File: src/rtl/audio_mix_pkg.sv
// Shared constants and FSM encoding for the audio mixer.
// Latency: n/a (package only).
// Backpressure: n/a (package only).
package audio_mix_pkg;

    localparam int SAMPLE_W   = 16;
    localparam int DAC_W      = 24;
    localparam int MUL_CYCLES = 5;
    localparam int GAIN_W     = 5;
    localparam int PROD_W     = SAMPLE_W + GAIN_W;

    // Counter value on the final shift-add step
    localparam logic [GAIN_W-1:0] MUL_LAST = GAIN_W'(MUL_CYCLES - 1);

    // Saturation limits for a 16-bit signed sample
    localparam logic [SAMPLE_W-1:0] SAT_MAX = 16'h7FFF;
    localparam logic [SAMPLE_W-1:0] SAT_MIN = 16'h8000;

    typedef enum logic [1:0] {
        IDLE = 2'd0,
        MUL  = 2'd1,
        LOAD = 2'd2
    } state_t;

endpackage

File: src/rtl/audio_sat16.sv
// Adds two signed 16-bit samples in 17 bits and saturates back to 16 bits.
// Latency: purely combinational.
// Backpressure: none; the output follows the inputs.
module audio_sat16
    import audio_mix_pkg::*;
(
    input  logic [SAMPLE_W-1:0] a,
    input  logic [SAMPLE_W-1:0] b,
    output logic [SAMPLE_W-1:0] y,
    output logic                clip
);

    logic [SAMPLE_W:0] sum;

    // Overflow shows up as the two top bits of the 17-bit sum disagreeing
    always_comb begin
        sum  = {a[SAMPLE_W-1], a} + {b[SAMPLE_W-1], b};
        clip = sum[SAMPLE_W] ^ sum[SAMPLE_W-1];
        if (!clip) begin
            y = sum[SAMPLE_W-1:0];
        end else if (sum[SAMPLE_W]) begin
            y = SAT_MIN;
        end else begin
            y = SAT_MAX;
        end
    end

endmodule

File: src/rtl/audio_mix.sv
// Mixes PSG and PCM stereo samples, applies master gain, drives the DAC words.
// Latency: fixed 6 cycles from accepted next_sample to done/updated outputs.
// Backpressure: none; strobes arriving while a mix is in flight are dropped and flagged as overrun.
module audio_mix
    import audio_mix_pkg::*;
(
    input  logic                clk,
    input  logic                rst_n,
    input  logic                next_sample,
    input  logic [SAMPLE_W-1:0] psg_left,
    input  logic [SAMPLE_W-1:0] psg_right,
    input  logic [SAMPLE_W-1:0] pcm_left,
    input  logic [SAMPLE_W-1:0] pcm_right,
    input  logic [3:0]          master_vol,
    input  logic                mute,
    input  logic                clip_clear,
    output logic [DAC_W-1:0]    left_data,
    output logic [DAC_W-1:0]    right_data,
    output logic                done,
    output logic                clip_l,
    output logic                clip_r,
    output logic                overrun
);

    state_t              state;
    logic [GAIN_W-1:0]   cnt;
    logic [SAMPLE_W-1:0] x_l;
    logic [SAMPLE_W-1:0] x_r;
    logic [GAIN_W-1:0]   gain;
    logic                mute_q;
    logic [PROD_W-1:0]   acc_l;
    logic [PROD_W-1:0]   acc_r;
    logic [PROD_W-1:0]   add_l;
    logic [PROD_W-1:0]   add_r;
    logic [PROD_W-1:0]   acc_l_nxt;
    logic [PROD_W-1:0]   acc_r_nxt;
    logic [SAMPLE_W-1:0] sat_l;
    logic [SAMPLE_W-1:0] sat_r;
    logic                sat_clip_l;
    logic                sat_clip_r;
    logic                gain_bit;
    logic                accept;
    logic                late_strobe;
    logic                unused_prod_bits;

    audio_sat16 u_sat_l (
        .a    (psg_left),
        .b    (pcm_left),
        .y    (sat_l),
        .clip (sat_clip_l)
    );

    audio_sat16 u_sat_r (
        .a    (psg_right),
        .b    (pcm_right),
        .y    (sat_r),
        .clip (sat_clip_r)
    );

    assign accept      = (state == IDLE) && next_sample;
    assign late_strobe = (state != IDLE) && next_sample;

    // Product never exceeds 20 bits of magnitude and the low 4 bits are the discarded fraction
    assign unused_prod_bits = ^{acc_l_nxt[PROD_W-1], acc_l_nxt[3:0],
                                acc_r_nxt[PROD_W-1], acc_r_nxt[3:0]};

    // One shift-add step per MUL cycle: add the multiplicand shifted by cnt if gain bit cnt is set
    always_comb begin
        gain_bit  = |(gain & (GAIN_W'(1) << cnt));
        add_l     = gain_bit ? ({{GAIN_W{x_l[SAMPLE_W-1]}}, x_l} << cnt) : '0;
        add_r     = gain_bit ? ({{GAIN_W{x_r[SAMPLE_W-1]}}, x_r} << cnt) : '0;
        acc_l_nxt = acc_l + add_l;
        acc_r_nxt = acc_r + add_r;
    end

    // Mix FSM; the DAC words and done are registered on entry to LOAD so they are visible during LOAD
    always_ff @(posedge clk) begin
        if (!rst_n) begin
            state      <= IDLE;
            cnt        <= '0;
            x_l        <= '0;
            x_r        <= '0;
            gain       <= '0;
            mute_q     <= 1'b0;
            acc_l      <= '0;
            acc_r      <= '0;
            left_data  <= '0;
            right_data <= '0;
            done       <= 1'b0;
        end else begin
            done <= 1'b0;
            case (state)
                IDLE: begin
                    if (next_sample) begin
                        x_l    <= sat_l;
                        x_r    <= sat_r;
                        gain   <= {1'b0, master_vol} + GAIN_W'(1);
                        mute_q <= mute;
                        acc_l  <= '0;
                        acc_r  <= '0;
                        cnt    <= '0;
                        state  <= MUL;
                    end
                end
                MUL: begin
                    acc_l <= acc_l_nxt;
                    acc_r <= acc_r_nxt;
                    if (cnt == MUL_LAST) begin
                        cnt        <= '0;
                        state      <= LOAD;
                        done       <= 1'b1;
                        left_data  <= mute_q ? '0 : {acc_l_nxt[SAMPLE_W+3:4], 8'h00};
                        right_data <= mute_q ? '0 : {acc_r_nxt[SAMPLE_W+3:4], 8'h00};
                    end else begin
                        cnt <= cnt + GAIN_W'(1);
                    end
                end
                LOAD: begin
                    state <= IDLE;
                end
                default: begin
                    state <= IDLE;
                end
            endcase
        end
    end

    // Sticky flags; a set event in the clearing cycle takes priority
    always_ff @(posedge clk) begin
        if (!rst_n) begin
            clip_l  <= 1'b0;
            clip_r  <= 1'b0;
            overrun <= 1'b0;
        end else begin
            clip_l  <= (accept && sat_clip_l) || (clip_l && !clip_clear);
            clip_r  <= (accept && sat_clip_r) || (clip_r && !clip_clear);
            overrun <= late_strobe || (overrun && !clip_clear);
        end
    end

endmodule

File: config.mk
export PLATFORM = sky130hd
export DESIGN_NAME = audio_mix
export DESIGN_NICKNAME = d
export VERILOG_FILES = /design/src/rtl/audio_mix_pkg.sv /design/src/rtl/audio_sat16.sv /design/src/rtl/audio_mix.sv
export SDC_FILE = /design/constraint.sdc
export NUM_CORES = 1
export LEC_CHECK = 0
export ABC_CLOCK_PERIOD_IN_PS = 6200
export CAP_MARGIN = 20
export CORE_UTILIZATION = 44
export CTS_CLUSTER_DIAMETER = 80
export DETAILED_ROUTE_END_ITERATION = 16
export DONT_BUFFER_PORTS = 1
export HOLD_SLACK_MARGIN = 0.06
export SLEW_MARGIN = 20
export SYNTH_ARGS = -nofsm -noshare
export SYNTH_HDL_FRONTEND = slang
export SYNTH_HIERARCHICAL = 1
export SYNTH_SLANG_ARGS = --single-unit
File: constraint.sdc
create_clock -name clk -period 6.2 [get_ports clk]
set_clock_uncertainty 0.15 [all_clocks]
set_input_delay 1.86 -clock clk [delete_from_list [all_inputs] [get_ports clk]]
set_output_delay 1.86 -clock clk [all_outputs]
set_load 0.005 [all_outputs]
==> metrics.md, run 1 <==
| Metric | Value |
|---|---|
| Status | completed |
| Total Power | 0.002371 W |
| Reg area | between 2000 and 2500 um2 |
| CP required | 6420 ps |
| Worst EP arrival | 4530 ps |
| Crit-path slowest cell | dfxtp_2 |
| Worst-Skew Late Latency | 430 ps |
| Max clock buf depth | 2 |
| Clock share of power | a little over two fifths |
| Num CTS Buffers | 17 |
| Synth async-reset ratio | 0% |
| Critical path buffers and inverters | 1 |
| Crit end category | register |
| Num rows | 53 |
| Fill cell count | 2123 |
| Setup CP Type | reg2reg |
| PostCTS Resize Cnt | 0 |
| Post-layout util | 48.14% |
| Final net count | 1338 |
| Distinct cell type count after synthesis | 70 |
| Die H | 149.1 um |
| Final setup fails | 0 |
| Critical path's most frequent cell | nor2_1 |
| Setup bufs post-CTS | 0 |
| Max-cap violations | 0 |
| Hold WC Path Type | reg2reg |
| Pint | 0.001647 W |
| Post-synth EDFFs | 0 |
| Pwr Density | 233.6 nW/um2 |
| GRT overflow | 0 |
| Critical path cell sequence | nor2_1 -> nor4b_1 -> a21oi_2 -> nor2_1 -> and3_1 -> ha_1 -> inv_1 -> fa_1 -> nand2b_1 -> a21o_1 -> a21oi_1 -> o21ai_1 -> a311oi_1 -> mux2_2 -> nor2_1 |
| Sequential element share of the synthesized area | 25.46% |
| Final hold vios | 0 |
| Placed cells | 1444 |
| Finished Layout Cells | 1474 |
| CTS tree | built |
| Detailed Place HPWL | 17150 um |
| Die footprint | roughly 22000 um2 |
| CP startpoint kind | register |
| I/O Buffers | 0 |
| Slew @ Worst Pin | 948.7 ps |
| Sw frac | between 30% and 40% |
| Cells after Synth | 1229 |
| Core area | roughly 21000 um2 |
| Main flop type after synthesis | dfxtp_1 |
| Crit share post-route | a little over two thirds |
| Hold_buf cts | 0 |
| Family with the most delay on the worst path | simple AND/OR/NAND/NOR gates |
| Slowest stage delay, CP | 500 ps |
| Logic pwr share | 22.6% |
| Crit path max fanout | 31 |
| VDD IR max | 113.6 uV |
| Area delta synth->final | 6.680% |
| Drt wl/cell | between 15 and 20 um |
| RSZ-0062 raised after global routing | no |
| Avg Vias per Cell | 5.654 |
| Antenna-violating nets left | 0 |
| Initial core utilization | 45.12% |
| Diodes inserted | 0 |
| Slew HR | 36.66% |
| Final Max Tran Viols | 0 |
| Clock-pin slew on the worst setup and hold paths | 60 ps |
| # DRC | 0 |
| Horiz. Die Dim | between 100 and 150 um |
| Global Route Usage Sum | 21.57% |
| RD Place Congestion | about 0.87 |
| Largest net degree at the start of global routing | 60 |
| Detailed router's first-iteration violation count | 456 |
| Setup_tns | 0 ps |
| Vias in the first global route | 7435 |
| Most common cell after layout, fill and taps aside | a21oi_1 |
| Commonest non-fill, non-tap cells in the layout | a21oi_1, nand2_1, nor2_1 |
| Netlist Area Pre-Place | 9515 um2 |
| Number of synthesis warnings | 6 |
| H-Tree Depth | 4 |
| Clk sinks | 121 |
| Clock period minus worst slack | 4319 ps |
| I/O pin count | 125 |
| Highest clock rate | about 230 MHz |
| Routed via count | approximately 8300 |
| Placement Cell Area | 9572 um2 |
| Initial antenna violation count | 0 |
| Number of synthesized register bits | 121 |
| Final WL | 23690 um |
| Fin area | 10150 um2 |
| Share of cells above drive strength 1 | just under 8% |
| Syn_area_per_cell | 7.742 um2 |
| Share of power burned in registers | between 30 and 40% |
| CTS Root Cell | clkbuf_16 |
| Combined area of the multi-input logic cells | 6589 um2 |
| First-pass GRT wire length | about 38000 um |
| Detailed-router iteration count before antenna repair | 7 |
| Switching Power | 0.0007240 W |
| LEAKAGE | 4.064 nW |
[cells by family after synthesis]
kind of cell	synth area share [%]
muxes	5.930
xor gates and xnor gates	5.615
other	0.03941
adders and majority gates	11.39
and+or+nand+nor	19.32
DFF	25.46
buffers and inverters	6.022
AOI/OAI and AO/OA	26.23
[power groups by stage]
stage / sequential (W) / clock [W] / combinational [W]
CTS: 0.000844 / 0.00101 / 0.000535
detailed placement: 0.000861 / 0 / 0.000532
floorplan: 0.000848 / 0 / 0.000448
finish: 0.000845 / 0.000991 / 0.000535
global route: 0.000850 / 0.00104 / 0.000601
global placement: 0.000860 / 0 / 0.000529
[final cells by class]
| class | instances | share of cell area (%) |
|---|---|---|
| clock inverter | 8 | 0.9368 |
| clock buffer | 22 | 4.770 |
| multi-input combinational | 1004 | 64.91 |
| tap | 275 | 3.390 |
| sequential | 121 | 23.89 |
| inverter | 31 | 1.146 |
| timing repair buffer | 13 | 0.9614 |
[final timing paths]
check                              from        endpoint  slack [ps]  cells past startpoint
worst max register to register   cnt[1]  right_data[20]        1880                     15
worst min register to register  gain[1]         gain[1]         310                      2
worst max-delay path             cnt[1]  right_data[20]        1880                     15
worst min-delay path            gain[1]         gain[1]         310                      2
[through the flow]
step | setup slack (ps) | hold slack [ps]
2_1_floorplan | 2093 | 281.6
3_3_place_gp | 1505 | 303.2
3_5_place_dp | 1495 | 306.8
4_1_cts | 1904 | 315.3
5_1_grt | 1513 | 335.0
6_report | 1881 | 311.9
[cell usage after synthesis (all sizes together) (14+ instances only)]
cell type / n / area share, %
a21oi: 172 / 9.6
nand2: 142 / 5.6
dfxtp: 121 / 25
nor2: 121 / 4.8
ha: 73 / 9.6
o21ai: 52 / 2.9
buf: 46 / 3.1
xnor2: 44 / 4.0
clkbuf: 42 / 1.7
nand3: 37 / 1.9
mux2i: 35 / 3.7
a22o: 33 / 3.0
inv: 31 / 1.2
a21o: 27 / 2.1
a211oi: 23 / 1.8
nor3: 22 / 1.2
nor2b: 18 / 1.2
xor2: 17 / 1.6
and3: 15 / 0.99
nand4: 14 / 0.92
[routing by layer]
layer	vias up	GRT usage [%]	routed length [um]
met3	24	3.792	1070
met1	3818	31.14	12340
met4	0	7.500	368
met5	-	0	0
met2	181	31.91	9912
li1	4311	-	-
[sequential cells by signal (all words and copies together) (netlist names), 2 cells and up]
signal	cells
x_l	16
x_r	16
cnt	5
gain	5
right_data	16
acc_l	20
state	2
acc_r	20
left_data	16
[worst min-delay path, delay by kind of cell (launching register included)]
family	cells	cell delay (ps)
and+or+nand+nor	1	50
AOI/OAI and AO/OA	1	50
DFF	1	310
No activity file was read; power rests on OpenSTA's default activity.
==> run 2, diff against run 1 <==
Settings changed: ABC_CLOCK_PERIOD_IN_PS 6200 to 4400.
Clock period 6.2 ns to 4.4 ns, I/O delays scaled along.
==> metrics.md, run 2 (same netlist as run 1, synthesis figures left out) <==
| Metric | Value |
|---|---|
| Status | completed |
| Hold WC Path Type | reg2reg |
| Initial antenna violation count | 0 (unchanged) |
| I/O Buffers | 0 (unchanged) |
| Largest net degree at the start of global routing | 53 (-12%) |
| Crit end category | register |
| Final WL | 24180 um (+2.1%) |
| CP required | 4610 ps (-1810 ps) |
| Diodes inserted | 0 (unchanged) |
| Vias in the first global route | 7635 (+2.7%) |
| Final Max Tran Viols | 0 (unchanged) |
| Met1 Usage GRT | 31.53% (+0.39 points) |
| H-Tree Depth | 4 (unchanged) |
| CP startpoint kind | register |
| Highest clock rate | 260.6 MHz (+13%) |
| VDD IR max | 193.3 uV (+70%) |
| Slew @ Worst Pin | 960.9 ps (+12.16 ps) |
| Gr busiest metal | met2 |
| Die H | 149.1 um (unchanged) |
| Detailed-router iteration count before antenna repair | 5 (-2) |
| Global Route Usage Sum | 22.06% (+0.49 points) |
| I/O pin count | 125 (unchanged) |
| CTS tree | built |
| GR Layer Usage met3 | 3.823% (+0.031 points) |
| LEAKAGE | 4.169 nW (+2.6%) |
| Final setup fails | 0 (unchanged) |
| Num CTS Buffers | 17 (unchanged) |
| Post-layout util | 49.08% (+0.94 points) |
| Worst EP arrival | 4050 ps (-480 ps) |
| Antenna-violating nets left | 0 (unchanged) |
| First-pass GRT wire length | 39180 um (+2.0%) |
| Fill cell count | 2097 (-1.2%) |
| GRT overflow | 0 (unchanged) |
| Crit path max fanout | 6 (-81%) |
| Detailed Place HPWL | 17930 um (+4.6%) |
| Clk sinks | 121 (unchanged) |
| RSZ-0062 raised after global routing | no |
| Routed via count | 8473 (+1.7%) |
| Setup bufs post-CTS | 0 (unchanged) |
| Setup CP Type | reg2reg |
| Final hold vios | 0 (unchanged) |
| M2 GR Usage | 32.74% (+0.84 points) |
| Worst-Skew Late Latency | 440 ps (about the same) |
| Drt wl/cell | 16.28 um (+1.3%) |
| Horiz. Die Dim | 149.1 um (unchanged) |
| Core area | 21090 um2 (unchanged) |
| Die footprint | 22220 um2 (unchanged) |
| RD Place Congestion | 0.8730 (+0.26%) |
| Slew HR | 35.78% (-0.87 points) |
| Max clock buf depth | 2 (unchanged) |
| Clock period minus worst slack | 3837 ps (-482.6 ps) |
| # DRC | 0 (unchanged) |
| Initial core utilization | 45.12% (unchanged) |
| Final net count | 1347 (+0.67%) |
| Hold_buf cts | 0 (unchanged) |
| Largest registers | acc_l: 20 flops, acc_r: 20 flops |
| Most common cell after layout, fill and taps aside | a21oi_1 |
| Crit share post-route | 87.20% (+18 points) |
| Area delta synth->final | 8.770% |
| Commonest non-fill, non-tap cells in the layout | a21oi_1, nand2_1, nor2_1 |
| Avg Vias per Cell | 5.706 (+0.91%) |
| Detailed router's first-iteration violation count | 542 (+19%) |
| Setup_tns | 0 ps (unchanged) |
| Max-cap violations | 0 (unchanged) |
| Num rows | 53 (unchanged) |
| PostCTS Resize Cnt | 0 (unchanged) |
| CTS Root Cell | clkbuf_16 |
| Share of cells above drive strength 1 | 8.760% (+0.84 points) |
| R2R Setup Slk | 560 ps (-1320 ps) |
| Pwr Density | 347.0 nW/um2 (+49%) |
| Clock-pin slew on the worst setup and hold paths | 60 ps (about the same) |
-- run 2: cell count changes in the layout (fill, tap and decap cells not counted), sizes merged --
| cell | change |
|---|---|
| clkinvlp | -1 |
| buf | +9 |
| clkinv | -1 |
| clkbuf | -1 |
| inv | +1 |
| bufinv | +4 |
-- run 2: path summary, 6_finish.rpt --
kind,depth (start not counted),from,to
worst min-delay path,2,gain[4],gain[4]
worst min register to register,2,gain[4],gain[4]
worst max-delay path,16,cnt[0],right_data[20]
worst max register to register,16,cnt[0],right_data[20]
-- run 2: through the flow --
stage               hold slack, ps  instance area [um2]  worst slack (ps)  instances  power [W]
floorplan                    281.6                 9572             825.6       1244   0.001825
global placement             299.8                 9664             585.1       1453   0.001963
detailed placement           304.0                 9664             543.0       1453   0.001968
CTS                          315.5                10350             562.3       1485   0.003614
global route                 324.0                10350             233.1       1485   0.003753
finish                       315.7                10350             563.3       1485   0.003591
-- run 2: metal layers --
metal  part of all wire (%)  vias up
met1                     51     3873
li1                       -     4351
met2                     42      216
met3                    4.7       33
met4                    2.1        0
met5                      0        -
-- run 2: final cells by class --
type	count	area (um2)	area share [%]
Tap cell	275	344.1	3.324
Sequential cell	121	2425	23.43
Timing Repair Buffer	22	190.2	1.838
Clock inverter	11	215.2	2.079
Multi-Input combinational cell	1004	6589	63.66
Inverter	31	116.4	1.124
Clock buffer	21	470.5	4.545
-- run 2: where the power goes --
part	leakage, nW	internal [W]	total (W)	switching, W
combinational	2.85	0.000305	0.000762	0.000457
sequential	0.983	0.00114	0.00119	0.0000470
clock	0.334	0.00111	0.00164	0.000532
-- run 2: critical path, stage by stage (launching register included) --
cell and delay (ps):
dfxtp_1 340, nor2_1 250, nor4b_1 330, a21oi_2 70, nor2_1 90, buf_4 130, and3_1 160, ha_1 170
inv_1 60, fa_1 380, nand2b_1 190, a21o_1 180, a21oi_1 170, o21ai_1 140, a311oi_1 460, mux2_2 380
nor2_1 100
